--- src/rtl/pc_stage_vec.sv ---
// Fetch-PC stage with N-channel interrupt front end; pc and trap report update one clock after a cpu_stat_pc strobe.
// No backpressure: without cpu_stat_pc the pc and traps wait, while keepers and pending bits hold their requests.
module pc_stage_vec #(
  parameter int          NUM_IRQ   = 4,
  parameter bit          VECTORED  = 1'b1,
  parameter logic [29:0] RESET_ADR = 30'h0
) (
  input  logic               clk,
  input  logic               rst_n,
  input  logic               cpu_start,
  input  logic [29:0]        cpu_start_adr,
  input  logic               cpu_stat_pc,
  input  logic               csr_rmie,
  input  logic [NUM_IRQ-1:0] irq_in,
  input  logic [NUM_IRQ-1:0] irq_en,
  input  logic               jmp_condition_ex,
  input  logic [29:0]        jmp_adr_ex,
  input  logic               cmd_ecall_ex,
  input  logic               cmd_ebreak_ex,
  input  logic               cmd_mret_ex,
  input  logic [29:0]        pc_ex,
  input  logic [31:0]        csr_mtvec_ex,
  input  logic [29:0]        csr_mepc_ex,
  output logic [29:0]        pc,
  output logic [NUM_IRQ-1:0] irq_pending,
  output logic               trap_take,
  output logic [4:0]         trap_cause,
  output logic [29:0]        mepc_save
);

  logic [29:0]        pc_q, pc_d;
  logic               start_q, start_d;
  logic               ecall_q, ecall_d;
  logic               ebreak_q, ebreak_d;
  logic [NUM_IRQ-1:0] irq_d_q, irq_d_d;
  logic [NUM_IRQ-1:0] irq_pending_q, irq_pending_d;
  logic               trap_take_q, trap_take_d;
  logic [4:0]         trap_cause_q, trap_cause_d;
  logic [29:0]        mepc_save_q, mepc_save_d;

  logic [29:0]        mtvec_base;
  logic [29:0]        pc_inc;
  logic               vec_mode;
  logic [NUM_IRQ-1:0] irq_req;
  logic [NUM_IRQ-1:0] irq_rise;
  logic [NUM_IRQ-1:0] irq_onehot;
  logic [4:0]         irq_sel;
  logic               irq_found;
  logic               irq_take;
  logic               ecall_eff;
  logic               ebreak_eff;

  always_comb begin
    mtvec_base = csr_mtvec_ex[31:2];
    pc_inc     = pc_q + 30'd1;
    vec_mode   = VECTORED && (csr_mtvec_ex[1:0] == 2'b01);
    irq_req    = irq_pending_q & irq_en;
    irq_rise   = irq_in & ~irq_d_q & irq_en;

    // Fixed priority: lowest requesting channel index wins.
    irq_onehot = '0;
    irq_sel    = 5'd0;
    irq_found  = 1'b0;
    for (int i = 0; i < NUM_IRQ; i++) begin
      if (irq_req[i] && !irq_found) begin
        irq_found     = 1'b1;
        irq_sel       = 5'(i);
        irq_onehot[i] = 1'b1;
      end
    end
    irq_take = csr_rmie & irq_found;

    // A command arriving on the strobe cycle itself is honoured without waiting for its keeper.
    ecall_eff  = ecall_q | cmd_ecall_ex;
    ebreak_eff = ebreak_q | cmd_ebreak_ex;

    pc_d         = pc_q;
    trap_take_d  = 1'b0;
    trap_cause_d = trap_cause_q;
    mepc_save_d  = mepc_save_q;
    irq_pending_d = irq_pending_q;

    if (cpu_stat_pc) begin
      if (start_q) begin
        pc_d = cpu_start_adr;
      end else if (cmd_mret_ex) begin
        pc_d = csr_mepc_ex;
      end else if (ecall_eff) begin
        pc_d         = mtvec_base;
        trap_take_d  = 1'b1;
        trap_cause_d = 5'd11;
        mepc_save_d  = pc_ex;
      end else if (ebreak_eff) begin
        pc_d         = mtvec_base;
        trap_take_d  = 1'b1;
        trap_cause_d = 5'd3;
        mepc_save_d  = pc_ex;
      end else if (irq_take) begin
        pc_d          = vec_mode ? (mtvec_base + 30'd16 + 30'(irq_sel)) : mtvec_base;
        trap_take_d   = 1'b1;
        trap_cause_d  = 5'd16 + irq_sel;
        mepc_save_d   = jmp_condition_ex ? jmp_adr_ex : pc_inc;
        irq_pending_d = irq_pending_q & ~irq_onehot;
      end else if (jmp_condition_ex) begin
        pc_d = jmp_adr_ex;
      end else begin
        pc_d = pc_inc;
      end
    end

    // A new edge on the channel being taken re-pends it.
    irq_pending_d = irq_pending_d | irq_rise;
    irq_d_d       = irq_in;

    start_d  = cpu_start | (start_q & ~cpu_stat_pc);
    ecall_d  = ~cpu_start & ~cpu_stat_pc & ecall_eff;
    ebreak_d = ~cpu_start & ~cpu_stat_pc & ebreak_eff;
  end

  always_ff @(posedge clk or negedge rst_n) begin
    if (!rst_n) begin
      pc_q          <= RESET_ADR;
      start_q       <= 1'b0;
      ecall_q       <= 1'b0;
      ebreak_q      <= 1'b0;
      irq_d_q       <= '0;
      irq_pending_q <= '0;
      trap_take_q   <= 1'b0;
      trap_cause_q  <= 5'd0;
      mepc_save_q   <= 30'd0;
    end else begin
      pc_q          <= pc_d;
      start_q       <= start_d;
      ecall_q       <= ecall_d;
      ebreak_q      <= ebreak_d;
      irq_d_q       <= irq_d_d;
      irq_pending_q <= irq_pending_d;
      trap_take_q   <= trap_take_d;
      trap_cause_q  <= trap_cause_d;
      mepc_save_q   <= mepc_save_d;
    end
  end

  assign pc          = pc_q;
  assign irq_pending = irq_pending_q;
  assign trap_take   = trap_take_q;
  assign trap_cause  = trap_cause_q;
  assign mepc_save   = mepc_save_q;

endmodule

--- config.mk ---
export PLATFORM = sky130hd
export DESIGN_NAME = pc_stage_vec
export DESIGN_NICKNAME = d
export VERILOG_FILES = /design/src/rtl/pc_stage_vec.sv
export SDC_FILE = /design/constraint.sdc
export NUM_CORES = 1
export LEC_CHECK = 0
export CAP_MARGIN = 10
export CORE_ASPECT_RATIO = 0.6
export CORE_UTILIZATION = 44
export CTS_CLUSTER_DIAMETER = 200
export DETAILED_ROUTE_END_ITERATION = 16
export HOLD_SLACK_MARGIN = 0.12
export PLACE_DENSITY = 0.82
export SYNTH_ARGS = -nofsm -noshare
export SYNTH_HDL_FRONTEND = slang
export SYNTH_SLANG_ARGS = --single-unit
--- constraint.sdc ---
create_clock -name clk -period 4 [get_ports clk]
set_input_delay 0.8 -clock clk [delete_from_list [all_inputs] [get_ports clk]]
set_output_delay 0.8 -clock clk [all_outputs]
set_load 0.005 [all_outputs]
==> results of run 1 <==
[stage by stage]
step,hold slack [ps],total power [W],cells,cell area (sq um)
after floorplan,467.0,0.001385,768,5787
after global placement,464.2,0.001987,1152,8398
after detailed placement,463.5,0.002002,1152,8398
after CTS,478.3,0.002833,1168,8692
after global routing,502.7,0.002973,1168,8692
final,475.4,0.002845,1168,8692
[final timing paths]
kind,start,slack [ps],to,depth (start not counted)
worst min register to register,trap_cause[4]$_DFFE_PN0P_,480,trap_cause[4]$_DFFE_PN0P_,2
min in group asynchronous,rst_n,540,pc[20]$_DFFE_PN0P_,1
max in group asynchronous,rst_n,2700,pc[6]$_DFFE_PN0P_,2
worst max register to register,irq_pending[1]$_DFF_PN0_,840,pc[28]$_DFFE_PN0P_,11
worst max-delay path,irq_en[0],320,pc[28]$_DFFE_PN0P_,12
worst min-delay path,trap_cause[4]$_DFFE_PN0P_,480,trap_cause[4]$_DFFE_PN0P_,2
[worst max-delay path, cell delays in order]
cell	delay, ps
clkdlybuf4s50_1	470
a222oi_1	450
nand3_1	130
nand2_1	100
ha_1	210
fa_1	260
a31oi_1	150
or3_1	450
nor4_1	360
o21ai_0	130
a221oi_1	270
a2bb2oi_1	170
[synth_stat cells, types with 4 or more instances]
cell type  number
or4_1           9
nor2_1         87
a21oi_1        62
nor3_1         20
and3_1          7
a31o_2          5
a22oi_1         4
o221ai_1        4
and2_1          5
or3_1          14
nand4_1        20
a21o_1          6
nand2b_1       15
o211ai_1        9
nor2b_1         5
nor4_1         13
o21ai_0        55
clkbuf_1       44
a211oi_1        8
inv_1          19
buf_1           4
nand3_1        24
mux2i_1         8
o22ai_1         9
xnor2_1        16
dfrtp_1        76
o31ai_1         6
nand2_1        91
nand3b_1        4
a31oi_1        38
a221oi_1       18
nor4b_1         4
[registers in the layout (all words and copies together) (netlist names)]
name         count
ebreak_q         1
ecall_q          1
irq_d_q          4
irq_pending      4
mepc_save       30
pc              30
start_q          1
trap_cause       4
trap_take        1
[metal layers]
metal | share of wire, % | vias up | track usage [%]
met3 | 14 | 25 | 14.19
met2 | 40 | 433 | 50.31
met1 | 45 | 3380 | 53.81
met4 | 1.2 | 0 | 6.650
li1 | - | 3328 | -
met5 | 0 | - | 0
[report_power, final]
part / internal (W) / total, W / leakage, nW / switching [W]
combinational: 0.000541 / 0.000985 / 2.28 / 0.000444
clock: 0.000484 / 0.000835 / 0.142 / 0.000351
sequential: 0.000892 / 0.00103 / 0.876 / 0.000133
total: 0.00192 / 0.00285 / 3.30 / 0.000928
[final cells by class]
class / count / area, sq um / area share [%]
repair buffers: 268 / 2603 / 29.94
clock inverters: 6 / 65.06 / 0.7485
well taps: 170 / 212.7 / 2.447
inverters: 21 / 78.83 / 0.9069
flip-flops and latches: 76 / 1902 / 21.88
clock buffers: 10 / 229.0 / 2.634
multi-input cells: 617 / 3602 / 41.44
[cell families (layout without fill, tap and decap cells)]
group           after synthesis  count (layout)
buf+inv                      75             305
simple gates                327             327
mux                          11              11
compound gates              255             255
xor+xnor                     19              19
flops                        76              76
other cells                   1               1
fa+ha+maj                     4               4
==> metrics.txt, run 1 <==
Fmax 272.1 MHz; Layout Nets 1166; Critical Path Sink Type flop; DR WL/cell 21.22 um; simple-gate share of the synthesized area 27.55%; crit path kind in -> reg; YS warnings 0; compound-gate portion of the synthesized area 28.54%; Placement Setup Slack 23.50 ps; Slew Viols, Final 0; relative slew slack 23.76%; DR vias/cell 6.135; final WL 24.78 mm; # setup viols final 0; share of cells above drive strength 1 6.713%; HPWL Detailed 18.95 mm; RSZ-0062 raised after global routing false; gate count after technology mapping 768; Worst Path Arrival 3940 ps; Initial DRC Count 662; min Tclk post-route 3676 ps; fin worst setup slack 324.3 ps; area fraction of the dominant cell type after synthesis 32.86%; accumulated negative setup slack 0 ps; TritonCTS buffer count 9; FILL cells 1132; largest family of logic cells by synthesized area compound AO/OA/AOI/OAI gates; sequential area share after synthesis 32.86%; Area contributors post-synth dfrtp_1, nand2_1, nor2_1; root buffer cell clkbuf_16; run status completed; Hold-fix buffers, CTS 0; first-pass detailed-route iteration total 5; CP required 4270 ps; Syn Std Cell Area 5787 sq um; vias in the first global route 6552; global placement routability congestion 0.9495; CTS resizes 0; initial antenna violation count 0; fin util 67.63%; #FFs+latches synth 76; global route total overflow 0; Worst-Margin Slew 1144 ps; Ant. Diodes 0; initial cell density of the core 45.03%; Rows 32; clk_lat worst skew 340 ps; Clock Sinks 76; Die Wd 150.1 um; DRC errors left 0; mux cell area share after synthesis 1.968%; Max Clock Skew 7.223 ps; maximum vdd drop 0.2070 mV; clk buf depth 2; clk slew on worst S/H paths 60 ps; Worst Hold Class reg -> reg; IO buf count 237; asr flop ratio synth 100.0%; CTS tree built; EDFF count, synth 0; Synth Area per Inst 7.535 sq um; LEAKAGE 3.295 nW; Die Y 90.83 um; first-pass GRT wire length 37.80 mm; most frequent cells in the layout clkdlybuf4s50_1, nand2_1, nor2_1; die area 13630 sq um; Synth Flop Type dfrtp_1; most common cell after layout, fill and taps aside clkdlybuf4s50_1; Distinct cells, synth 70; antenna viol nets, final 0; leading area contributor after synthesis dfrtp_1; pwr/cell area 327.3 nW/um^2; period utilization 91.89%; setup bufs post-CTS 0; Total GRT Usage 36.62%; xor/xnor cell area share of the yosys netlist 2.876%; Max FO, Critical Path 4; total number of vias 7166; Area Growth Syn to Fin 50.21%; Synthesized Nets 941; Ports 239; largest net degree at the start of global routing 65; Max Cap Viol 0; startpoint type of the worst setup path input port; Adder-Cell Fraction of Synth Area 0.9946%; core area 12850 sq um; H-tree depth 3; Fin. Hold Viols 0
Note: power is estimated with default switching activity, not from simulation.
==> inputs of run 2 (changes only) <==
--- a/config.mk
+++ b/config.mk
@@ -12,6 +12,7 @@
 export DETAILED_ROUTE_END_ITERATION = 16
 export HOLD_SLACK_MARGIN = 0.12
 export PLACE_DENSITY = 0.82
+export REMOVE_ABC_BUFFERS = 1
 export SYNTH_ARGS = -nofsm -noshare
 export SYNTH_HDL_FRONTEND = slang
 export SYNTH_SLANG_ARGS = --single-unit
==> run 2 against run 1 <==
Against the previous run:
- hold slack gained 3.7 ps
- sequential power is essentially flat
- non-clock buffer count increased by 2
- first-iteration DRC count increased by 29%
- flip-flop and latch count unchanged
- critical path type unchanged
==> metrics.txt, run 2 (synthesis results as in run 1) <==
run status completed; Worst Hold Class reg -> reg; crit path kind in -> reg; root buffer cell clkbuf_16; Max FO, Critical Path 4 (unchanged); Hold-fix buffers, CTS 0 (unchanged); clk buf depth 2 (unchanged); RSZ-0062 raised after global routing false; IO buf count 237 (unchanged); cell area after layout 8725 sq um (+0.37%); Placement Setup Slack -74.18 ps (-97.68 ps); H-tree depth 3 (unchanged); final WL 24.37 mm (-1.7%); DR WL/cell 20.83 um (-1.8%); first-pass GRT wire length 36.92 mm (-2.3%); pwr/cell area 326.0 nW/um^2 (-0.42%); vias in the first global route 6692 (+2.1%); Initial DRC Count 857 (+29%); clk slew on worst S/H paths 60 ps (about the same); share of cells above drive strength 1 7.200% (+0.49 points); Die Y 90.83 um (unchanged); Worst Path Arrival 3940 ps (about the same); Area Growth Syn to Fin 50.77%; Die Wd 150.1 um (unchanged); DP Cell Count 1154 (+0.17%); Layout Nets 1168 (+0.17%); CP required 4260 ps (about the same); LEAKAGE 3.301 nW (+0.17%); initial antenna violation count 0 (unchanged); total number of vias 7254 (+1.2%); Worst-Margin Slew 1051 ps (-92.55 ps); first-pass detailed-route iteration total 5 (unchanged); min Tclk post-route 3678 ps (+1.957 ps); # setup viols final 0 (unchanged); crit-path max cell delay 470 ps (about the same); Ports 239 (unchanged); worst-path cell chain clkdlybuf4s50_1, a222oi_1, nand3_1, nand2_1, ha_1, fa_1, a31oi_1, or3_1, nor4_2, o21ai_0, a221oi_1, a2bb2oi_1; FILL cells 1098 (-3.0%); most common cell after layout, fill and taps aside clkdlybuf4s50_1; initial cell density of the core 45.03% (unchanged); Clock Sinks 76 (unchanged); die area 13630 sq um (unchanged); Rows 32 (unchanged); Cell Area, Placed 8414 sq um (+0.19%); period utilization 91.94% (about the same); Max Clock Skew 8.368 ps (+1.145 ps); global placement routability congestion 1.005 (+5.9%); Fin. Hold Viols 0 (unchanged); Critical Path Sink Type flop; Slew Viols, Final 0 (unchanged); Total GRT Usage 35.81% (-0.82 points); CP delay by family, top compound AO/OA/AOI/OAI gates; clk_lat worst skew 340 ps (about the same); HPWL Detailed 18.37 mm (-3.0%); Ant. Diodes 0 (unchanged); maximum vdd drop 0.2285 mV (+10%); most frequent cells in the layout clkdlybuf4s50_1, nand2_1, nor2_1; fin worst setup slack 322.3 ps (-1.957 ps); antenna viol nets, final 0 (unchanged); Max Cap Viol 0 (unchanged); WP buf/inv 1 (unchanged); TritonCTS buffer count 9 (unchanged); core area 12850 sq um (unchanged); final cell count without fillers 1170 (+0.17%); global route total overflow 0 (unchanged); largest net degree at the start of global routing 77 (+18%); DRC errors left 0 (unchanged); relative slew slack 29.04% (+5.3 points); Fmax 271.9 MHz (about the same); Crit-path slowest cell clkdlybuf4s50_1; startpoint type of the worst setup path input port; DR vias/cell 6.200 (+1.1%); CTS tree built
run 2: changes by cell type in the layout (fill, tap and decap cells not counted), sizes merged:
cell / previous run / this run
clkinv: 6 / 3
clkinvlp: 1 / 3
clkdlybuf4s50: 236 / 235
buf: 32 / 35
clkbuf: 10 / 11
run 2: timing repair:
item | CTS | global route
setup endpoints to repair | 0 | 1
setup buffers | 0 | 0
hold endpoints to repair | 0 | 0
resized for setup | 0 | 1
run 2: where the power goes:
| group | switching [W] | internal (W) |
|---|---|---|
| Sequential | 0.000117 | 0.000892 |
| Clock | 0.000356 | 0.000502 |
| Combinational | 0.000436 | 0.000541 |
| Total | 0.000908 | 0.00194 |
run 2: path summary, 6_finish.rpt:
kind | end | slack, ps | from | cells after the start
worst max-delay path | pc[28]$_DFFE_PN0P_ | 320 | irq_en[0] | 12
worst min-delay path | mepc_save[1]$_DFFE_PN0P_ | 480 | mepc_save[1]$_DFFE_PN0P_ | 2
min in group asynchronous | mepc_save[24]$_DFFE_PN0P_ | 650 | rst_n | 1
worst min register to register | mepc_save[1]$_DFFE_PN0P_ | 480 | mepc_save[1]$_DFFE_PN0P_ | 2
worst max register to register | pc[28]$_DFFE_PN0P_ | 850 | irq_pending[0]$_DFF_PN0_ | 11
max in group asynchronous | pc[7]$_DFFE_PN0P_ | 2690 | rst_n | 1
run 2: metrics by stage:
step | total power, W | utilization [%] | setup TNS, ps | hold slack, ps
after global routing | 0.002972 | 67.88 | 0 | 506.0
after CTS | 0.002831 | 67.83 | 0 | 486.9
after global placement | 0.001961 | 65.47 | 0 | 463.8
final | 0.002844 | 67.88 | 0 | 479.0
after floorplan | 0.001361 | - | -51020 | 467.0
after detailed placement | 0.001979 | 65.47 | -74.18 | 471.9
run 2: layer usage:
metal | GRT usage [%] | vias to the layer above | share of wire, %
li1 | - | 3324 | -
met1 | 51.91 | 3344 | 43
met2 | 51.00 | 536 | 41
met3 | 10.56 | 50 | 14
met4 | 9.933 | 0 | 2.3
met5 | 0 | - | 0
run 2: area by class of cell:
class	count	area [sq um]	share of cell area (%)
Clock buffer	11	242.7	2.782
Sequential cell	76	1902	21.80
Tap cell	170	212.7	2.438
Inverter	21	78.83	0.9035
Timing Repair Buffer	270	2613	29.94
Multi-Input combinational cell	617	3615	41.43
Clock inverter	5	61.31	0.7027
run 2: worst register-to-register path: stages (launching register included):
cell and delay (ps):
dfrtp_1 410, a222oi_1 410, nand3_1 120, nand2_1 130, ha_1 220, fa_1 270
a31oi_1 150, or3_1 440, nor4_2 360, o21ai_0 120, a221oi_1 260, a2bb2oi_1 180
